<file path="src/rtl/speck_keygen.sv">
// SPECK key-expansion engine: one round key per clock, streamed and kept in a register file.
// Define SPECK_KEYGEN_FLAT_OUT_EN to also expose every round key on the flat all_round_keys bus.
module speck_keygen #(
  parameter int WORD_W    = 16,
  parameter int KEY_WORDS = 4,
  parameter int ROUNDS    = 22,
  parameter int ALPHA     = 7,
  parameter int BETA      = 2,
  parameter int IDX_W     = $clog2(ROUNDS)
) (
  input  logic                        clock,
  input  logic                        reset,
  input  logic [KEY_WORDS*WORD_W-1:0] ukey,
  input  logic                        ukey_valid,
  output logic                        busy,
  output logic                        key_ready,
  output logic                        rk_valid,
  output logic [IDX_W-1:0]            rk_idx,
  output logic [WORD_W-1:0]           rk_word,
  input  logic                        rd_en,
  input  logic [IDX_W-1:0]            rd_addr,
  output logic [WORD_W-1:0]           rd_data
`ifdef SPECK_KEYGEN_FLAT_OUT_EN
  ,
  output logic [ROUNDS*WORD_W-1:0]    all_round_keys
`endif
);

  localparam int                LW       = KEY_WORDS - 1;
  localparam logic [IDX_W-1:0]  LAST_IDX = IDX_W'(ROUNDS - 1);
  localparam logic [IDX_W:0]    ROUNDS_X = (IDX_W + 1)'(ROUNDS);

  typedef enum logic [1:0] {
    S_IDLE,
    S_EXPAND,
    S_DONE
  } state_e;

  state_e                     state_q, state_d;
  logic [IDX_W-1:0]           cnt_q, cnt_d;
  logic [WORD_W-1:0]          k_q, k_d;
  logic [LW-1:0][WORD_W-1:0]  l_q, l_d, l_shift, l_load;
  logic                       rk_valid_q, rk_valid_d;
  logic [IDX_W-1:0]           rk_idx_q, rk_idx_d;
  logic [WORD_W-1:0]          rk_word_q, rk_word_d;
  logic [WORD_W-1:0]          rd_data_q;
  logic [WORD_W-1:0]          regfile_q [ROUNDS];
  logic                       rf_we;
  logic [WORD_W-1:0]          ror_l, l_new, k_next;

  // l_q[0] is the FIFO head; the freshly computed word enters at the tail.
  for (genvar gi = 0; gi < LW; gi++) begin : g_lfifo
    assign l_load[gi] = ukey[(gi + 1)*WORD_W +: WORD_W];
    if (gi == LW - 1) begin : g_tail
      assign l_shift[gi] = l_new;
    end else begin : g_body
      assign l_shift[gi] = l_q[gi + 1];
    end
  end

  always_comb begin
    ror_l  = (l_q[0] >> ALPHA) | (l_q[0] << (WORD_W - ALPHA));
    l_new  = (ror_l + k_q) ^ WORD_W'(cnt_q);
    k_next = ((k_q << BETA) | (k_q >> (WORD_W - BETA))) ^ l_new;
  end

  always_comb begin
    state_d    = state_q;
    cnt_d      = cnt_q;
    k_d        = k_q;
    l_d        = l_q;
    rk_valid_d = 1'b0;
    rk_idx_d   = rk_idx_q;
    rk_word_d  = rk_word_q;
    rf_we      = 1'b0;
    case (state_q)
      S_IDLE, S_DONE: begin
        if (ukey_valid) begin
          state_d = S_EXPAND;
          cnt_d   = '0;
          k_d     = ukey[WORD_W-1:0];
          l_d     = l_load;
        end
      end
      S_EXPAND: begin
        rf_we      = 1'b1;
        rk_valid_d = 1'b1;
        rk_idx_d   = cnt_q;
        rk_word_d  = k_q;
        k_d        = k_next;
        l_d        = l_shift;
        cnt_d      = cnt_q + 1'b1;
        if (cnt_q == LAST_IDX) begin
          state_d = S_DONE;
          cnt_d   = '0;
        end
      end
      default: state_d = S_IDLE;
    endcase
  end

  always_ff @(posedge clock or negedge reset) begin
    if (!reset) begin
      state_q    <= S_IDLE;
      cnt_q      <= '0;
      k_q        <= '0;
      l_q        <= '0;
      rk_valid_q <= 1'b0;
      rk_idx_q   <= '0;
      rk_word_q  <= '0;
    end else begin
      state_q    <= state_d;
      cnt_q      <= cnt_d;
      k_q        <= k_d;
      l_q        <= l_d;
      rk_valid_q <= rk_valid_d;
      rk_idx_q   <= rk_idx_d;
      rk_word_q  <= rk_word_d;
    end
  end

  always_ff @(posedge clock or negedge reset) begin
    if (!reset) begin
      for (int i = 0; i < ROUNDS; i++) begin
        regfile_q[i] <= '0;
      end
    end else if (rf_we) begin
      regfile_q[cnt_q] <= k_q;
    end
  end

  // No write bypass: a same-edge read of the entry being written sees the old word.
  always_ff @(posedge clock or negedge reset) begin
    if (!reset) begin
      rd_data_q <= '0;
    end else if (rd_en) begin
      rd_data_q <= ({1'b0, rd_addr} < ROUNDS_X) ? regfile_q[rd_addr] : '0;
    end
  end

  assign busy      = (state_q == S_EXPAND);
  assign key_ready = (state_q == S_DONE);
  assign rk_valid  = rk_valid_q;
  assign rk_idx    = rk_idx_q;
  assign rk_word   = rk_word_q;
  assign rd_data   = rd_data_q;

`ifdef SPECK_KEYGEN_FLAT_OUT_EN
  for (genvar gi = 0; gi < ROUNDS; gi++) begin : g_flat
    assign all_round_keys[gi*WORD_W +: WORD_W] = regfile_q[gi];
  end
`endif

endmodule
</file>
<file path="config.mk">
export PLATFORM = sky130hd
export DESIGN_NAME = speck_keygen
export DESIGN_NICKNAME = d
export VERILOG_FILES = /design/src/rtl/speck_keygen.sv
export SDC_FILE = /design/constraint.sdc
export NUM_CORES = 1
export LEC_CHECK = 0
export CAP_MARGIN = 40
export CORE_UTILIZATION = 30
export DETAILED_ROUTE_END_ITERATION = 7
export PLACE_DENSITY = 0.46
export SYNTH_ARGS = -nofsm -noshare
export SYNTH_HDL_FRONTEND = slang
export SYNTH_SLANG_ARGS = --single-unit
</file>
<file path="constraint.sdc">
create_clock -name clock -period 2.8 [get_ports clock]
set_input_delay 0.56 -clock clock [delete_from_list [all_inputs] [get_ports clock]]
set_output_delay 0.56 -clock clock [all_outputs]
set_load 0.01 [all_outputs]
</file>
==> results.yml, run 1 <==
grt:
  antenna_found_initial: 0
  grt_pass1_wl_um: 92800
  grt.total_usage: 0.167
  grt_max_degree: 124
  grt_overflow: 0
  grt_pass1_vias: 14482
run_status:
  status: "finished clean"
place:
  hpwlAfterDp_um: 40100
  placedCellCount: 2639
  place_congestion: 0.768
  io_buffer_count: 112
drt:
  route.vias.total: 13611
  met1_length_um: 28000
  wl_per_cell_um: 22.0
  met3_length_um: 1950
  routed_wl_um: 60100
  via_per_inst: 4.98
  drc: 0
  drt-initial-drc-count: 842
  drt-pass1-iter-count: 5
  dr.max_layer_used: "met4"
  wl_met2_um: 28700
  final_antenna_net_count: 0
synthesis:
  yosysSeqAreaShare: 0.538
  synth-edff-count: 0
  avgSynthCellArea_um2: 13.1
  synth_ff_type: "dfrtp_1"
  synth_top_area_cell: "dfrtp_1"
  syn_inst: 1634
  synthesis.area_um2: 21400
  synth_area_leaders: "dfrtp_1, mux2_2, mux4_2"
  synthArstFlopShare: 1.00
  yosys.cell_types.count: 45
  synth_nets: 1727
  synth_seq_cells: 461
  yosysWarnings: 0
  synth_top_area_share: 0.538
timing:
  slew_violations: 0
  rsz0062_at_grt: "no"
  skew_ps: 17.5
  slew_headroom: 0.499
  setup_viol: 0
  fmax_ghz: 0.372
  hold_violations: 0
  finalCritPeriodShare: 0.959
  hold_ws_ps: 472
  setup-tns-final_ps: 0
  worst_pin_slew_ps: 749
  fin_crit_ps: 2690
floorplan:
  core_area_um2: 70400
  io_pins: 113
  start_util: 0.305
  die_area_um2: 72500
  die_y_um: 269
  rows: 97
  fp.dieW_um: 269
clock_tree:
  post_cts_buffers: 0
  h-tree-depth: 2
  cts_buffer_depth: 3
  numCtsBuffers: 52
  clk_latency_ps: 600
  cts.sink_count: 461
  cts-root-buf: "clkbuf_16"
  cts_tree: "yes"
  cts_resized: 0
  ctsHoldBuffers: 1
  cts.reportedPaths.clkPinSlew_ps: 60
setup_path:
  crit_buf_inv: 3
  slowest_stage: "clkdlybuf4s50_1"
  cp-end-kind: "output port"
  crit_chain: "nand2b_4 > inv_2 > buf_4 > clkdlybuf4s50_1"
  slowest_delay_ps: 570
  cp_data_arrival_time_ps: 2130
  crit_fanout: 15
  critPathRequiredTime_ps: 2240
  path_class: "register to output port"
  start_kind: "register"
  path_delay_family: "buffers and inverters"
worst_hold_path:
  hp-class: "register to register"
layout:
  n_fill_cell: 6879
  drive_above_1_share: 0.343
  nets: 1847
  fin_cells: 2731
  syn2layout_area_growth_pct: 20.1
  most-common-layout-cells: "dfrtp_1, mux2_2, nand2_1, clkdlybuf4s50_1, mux4_2"
  multiInputGateArea_um2: 9250
  final_common_cell: "dfrtp_1"
  seqCellArea_um2: 11500
  diodes: 0
power:
  leakagePower_nw: 10.7
  vdd_drop_max_mv: 0.664
  powerDensity_nw_per_um2: 1220
flow_run:
  cap_violations: 0
[power by group]
group	switching (mW)	total (mW)	internal, mW
registers	1.82	12.0	10.2
logic	6.27	12.7	6.46
clock network	2.76	6.84	4.08
[synthesized netlist by cell type, types with 2 or more instances]
library cell  number
a22oi_1           27
nand3b_1           2
ha_1              19
nor2b_1            3
nand2_1          209
o211ai_1           4
xnor2_1           23
buf_6              5
a31oi_1           45
nor3b_1            3
nor3_1             5
nand2b_1          14
and3_1             7
buf_2             33
xor2_1            13
nand3_2            4
clkbuf_1          83
mux2i_1           12
nand3_1           22
a21oi_1           21
a211oi_1           3
mux4_2            95
buf_1              8
o221ai_1          16
mux2_2           343
buf_4              2
and4b_1            2
dfrtp_1          461
o21a_1             4
inv_1             26
nor2_1            58
o21ai_0           48
a21o_1             2
[flip-flops by register name, summed over array words and instances (netlist names)]
register and flops:
regfile_q 352, l_q 48, k_q 16, rd_data 16, rk_word 16, cnt_q 5
rk_idx 5, state_q 2, rk_valid 1
[routing by layer]
| metal | track usage | vias to the layer above |
|---|---|---|
| li1 | - | 6111 |
| met1 | 0.230 | 7174 |
| met2 | 0.272 | 253 |
| met3 | 0.0232 | 73 |
| met4 | 0.0529 | 0 |
| met5 | 0 | - |
[cells by family after synthesis]
logic type               after synthesis  synth area share
AND/OR/NAND/NOR                      333            0.0660
flip-flops                           461             0.538
adder cells (fa/ha/maj)               20            0.0120
AO/OA/AOI/OAI                        176            0.0520
multiplexers                         450             0.286
XOR/XNOR                              36            0.0147
buffers and inverters                158            0.0317
[per-stage QoR]
step,area (um^2),power [mW],utilization,worst slack (ps)
floorplan,21400,20.6,-,470
global placement,24000,24.5,0.342,324
detailed placement,24000,24.9,0.342,240
CTS,25800,31.9,0.366,79.7
global route,25800,33.7,0.366,34.3
finish,25800,31.5,0.366,114
[worst reg2reg max path, delay by kind of cell (launching register included)]
kind                     cells  cell delay, ps
AO/OA/AOI/OAI                4             800
XOR/XNOR                     2             410
adder cells (fa/ha/maj)      1             460
buffers and inverters        1             110
flip-flops                   1             430
AND/OR/NAND/NOR              1             190
[layout make-up]
cell class | instances | area share
multi-input combinational | 1015 | 0.359
inverter | 27 | 0.00394
sequential | 461 | 0.448
clock buffer | 78 | 0.0602
tap | 940 | 0.0457
timing repair buffer | 197 | 0.0773
clock inverter | 13 | 0.00588
[worst paths after layout]
check,start,end,slack (ps),depth (start not counted)
hold reg to reg,rk_word[12],rk_word[12],470,2
hold / removal,rk_word[12],rk_word[12],470,2
setup reg to reg,k_q[1],k_q[14],280,9
min in group asynchronous,reset,regfile_q[70],500,2
max in group asynchronous,reset,regfile_q[98],1380,3
setup / recovery,state_q[0],busy,110,4
Note: power is estimated with default switching activity, not from simulation.
==> run 2, diff against run 1 <==
--- a/config.mk
+++ b/config.mk
@@ -5,6 +5,7 @@
 export SDC_FILE = /design/constraint.sdc
 export NUM_CORES = 1
 export LEC_CHECK = 0
+export ABC_AREA = 1
 export CAP_MARGIN = 40
 export CORE_UTILIZATION = 30
 export DETAILED_ROUTE_END_ITERATION = 7
==> run 2 against run 1 <==
Effect of this change: final area fell by 0.24%; core utilization down 0.71 points; count of clock-buffer cells in the layout rose by 9; register-to-register slack better by 180 ps; final cell count is 36% higher; combinational power fell by 9%; synthesized cell count rose by 65%; flip-flop and latch count stayed put; clock power up 3.2%; total power decreased by 4.7%; critical path type unchanged; critical endpoint is now key_ready; highest routed layer unchanged.
==> results.yml, run 2 <==
synthesis:
  syn_inst: 2688
  synth_seq_cells: 461
  synth_ff_type: "dfrtp_1"
  synth-edff-count: 0
  synthTopCellsByCount: "nand2_1, dfrtp_1, o21ai_0"
  avgSynthCellArea_um2: 8.10
  synth_top_area_share: 0.530
  synth_area_leaders: "dfrtp_1, nand2_1, o21ai_0"
  yosysSeqAreaShare: 0.530
  synth_nets: 2781
  synthArstFlopShare: 1.00
  yosys.cell_types.count: 39
  synth_most_common_cell: "nand2_1"
  yosysWarnings: 0
  synth_top_area_cell: "dfrtp_1"
  synthesis.area_um2: 21800
drt:
  drt-pass1-iter-count: 5
  via_per_inst: 5.02
  routed_wl_um: 74000
  route.vias.total: 18697
  wl_per_cell_um: 19.9
  drt-initial-drc-count: 1530
  final_antenna_net_count: 0
  drc: 0
grt:
  grt.total_usage: 0.201
  antenna_found_initial: 0
  grt_max_degree: 111
  grt_pass1_wl_um: 115000
  grt_overflow: 0
  grt_pass1_vias: 18522
floorplan:
  fp.dieW_um: 271
  rows: 98
  start_util: 0.304
  die_area_um2: 73600
  io_pins: 113
  die_y_um: 271
  core_area_um2: 71600
setup_path:
  cp_data_arrival_time_ps: 2070
  slowest_stage: "clkdlybuf4s50_1"
  reg2regPathDepth: 10
  slowest_delay_ps: 530
  crit_fanout: 17
  crit_chain: "inv_2 > nand2_1 > inv_1 > clkdlybuf4s50_1"
  path_class: "register to output port"
  cp-end-kind: "output port"
  start_kind: "register"
  critPathRequiredTime_ps: 2240
layout:
  reg.largest.list: "regfile_q (352), l_q (48)"
  most-common-layout-cells: "nand2_1, dfrtp_1, o21ai_0, nor2_1, inv_1"
  final_common_cell: "nand2_1"
  nets: 2823
  largest_register_ffs: 352
  final_util: 0.359
  stdcell_area_um2: 25700
  regMostFlops: "regfile_q"
  n_fill_cell: 7500
  diodes: 0
  syn2layout_area_growth_pct: 18.0
  drive_above_1_share: 0.0646
timing:
  slew_headroom: 0.431
  worst_pin_slew_ps: 852
  skew_ps: 29.8
  fin_crit_ps: 2630
  fmax_ghz: 0.380
  setup-tns-final_ps: 0
  finalCritPeriodShare: 0.940
  rsz0062_at_grt: "no"
  hold_violations: 0
  setup_viol: 0
  slew_violations: 0
clock_tree:
  numCtsBuffers: 53
  h-tree-depth: 2
  cts.sink_count: 461
  cts_tree: "yes"
  cts.reportedPaths.clkPinSlew_ps: 60
  cts_resized: 0
  clk_latency_ps: 610
  cts_buffer_depth: 3
  cts-root-buf: "clkbuf_16"
power:
  powerDensity_nw_per_um2: 1170
  vdd_drop_max_mv: 0.511
  leakagePower_nw: 11.7
  finalPower_mw: 30.1
flow_run:
  cap_violations: 0
worst_hold_path:
  hp-class: "input pin to asynchronous set/reset pin"
place:
  placed_area_um2: 23900
  place_congestion: 0.866
  io_buffer_count: 112
  hpwlAfterDp_um: 48000
run_status:
  status: "finished clean"
## run 2: changes by cell type after synthesis, sizes merged, moves of 27 or more
cell,before,now
nand2,209,664
nand3,26,104
inv,27,138
a22oi,27,0
nor2,58,323
o211ai,4,69
o21ai,49,568
nor3,5,40
a31oi,45,2
clkbuf,83,139
mux2,343,0
mux4,95,0
## run 2: cell type report
class	instances	area, um^2	area share
clock buffers	87	1620	0.0629
clock inverters	10	140	0.00545
inverters	139	524	0.0204
multi-input cells	1882	8770	0.341
flip-flops and latches	461	11500	0.449
well taps	950	1190	0.0463
repair buffers	193	1920	0.0747
## run 2: worst paths after layout
path | startpoint | endpoint | slack (ps)
min in group clock | regfile_q[60] | regfile_q[60] | 480
worst min register to register | regfile_q[60] | regfile_q[60] | 480
max in group asynchronous | reset | regfile_q[73] | 1450
worst max register to register | k_q[5] | k_q[7] | 460
worst max-delay path | state_q[0] | key_ready | 170
worst min-delay path | reset | regfile_q[209] | 420
## run 2: logic make-up (layout without fill, tap and decap cells)
kind of cell    count (synthesis)  after routing  synth area share
xor+xnor                       13             13           0.00523
simple gates                 1139           1139             0.208
compound gates                710            710             0.178
flops                         461            461             0.530
fa+ha+maj                      20             20            0.0118
buf+inv                       345            429            0.0673
## run 2: where the power goes
part	internal (mW)	switching, mW
Combinational	4.00	7.52
Sequential	9.63	1.84
Clock	4.19	2.87
Total	17.8	12.2
## run 2: metrics by stage
stage	setup slack, ps	hold slack (ps)	instances
4_1_cts	88.2	394	3722
5_1_grt	62.7	439	3722
3_3_place_gp	474	422	3623
3_5_place_dp	463	417	3624
6_report	168	418	3722
2_1_floorplan	837	264	2688
## run 2: layer usage
metal / vias up / share of wire / wire length, um / global-route usage
met4: 0 / 0.026 / 1910 / 0.0565
met1: 9178 / 0.46 / 34200 / 0.275
li1: 8937 / - / - / -
met5: - / 0 / 0 / 0
met3: 94 / 0.043 / 3170 / 0.0264
met2: 488 / 0.47 / 34700 / 0.333
## run 2: repair_timing
item	CTS	global route
hold endpoints to repair	15	0
hold buffers	1	0
setup buffers	0	0
## run 2: worst max-delay path, delay by kind of cell, from the launching register on
kind | cells | cell delay [ps]
buf+inv | 3 | 890
flops | 1 | 380
simple gates | 1 | 190
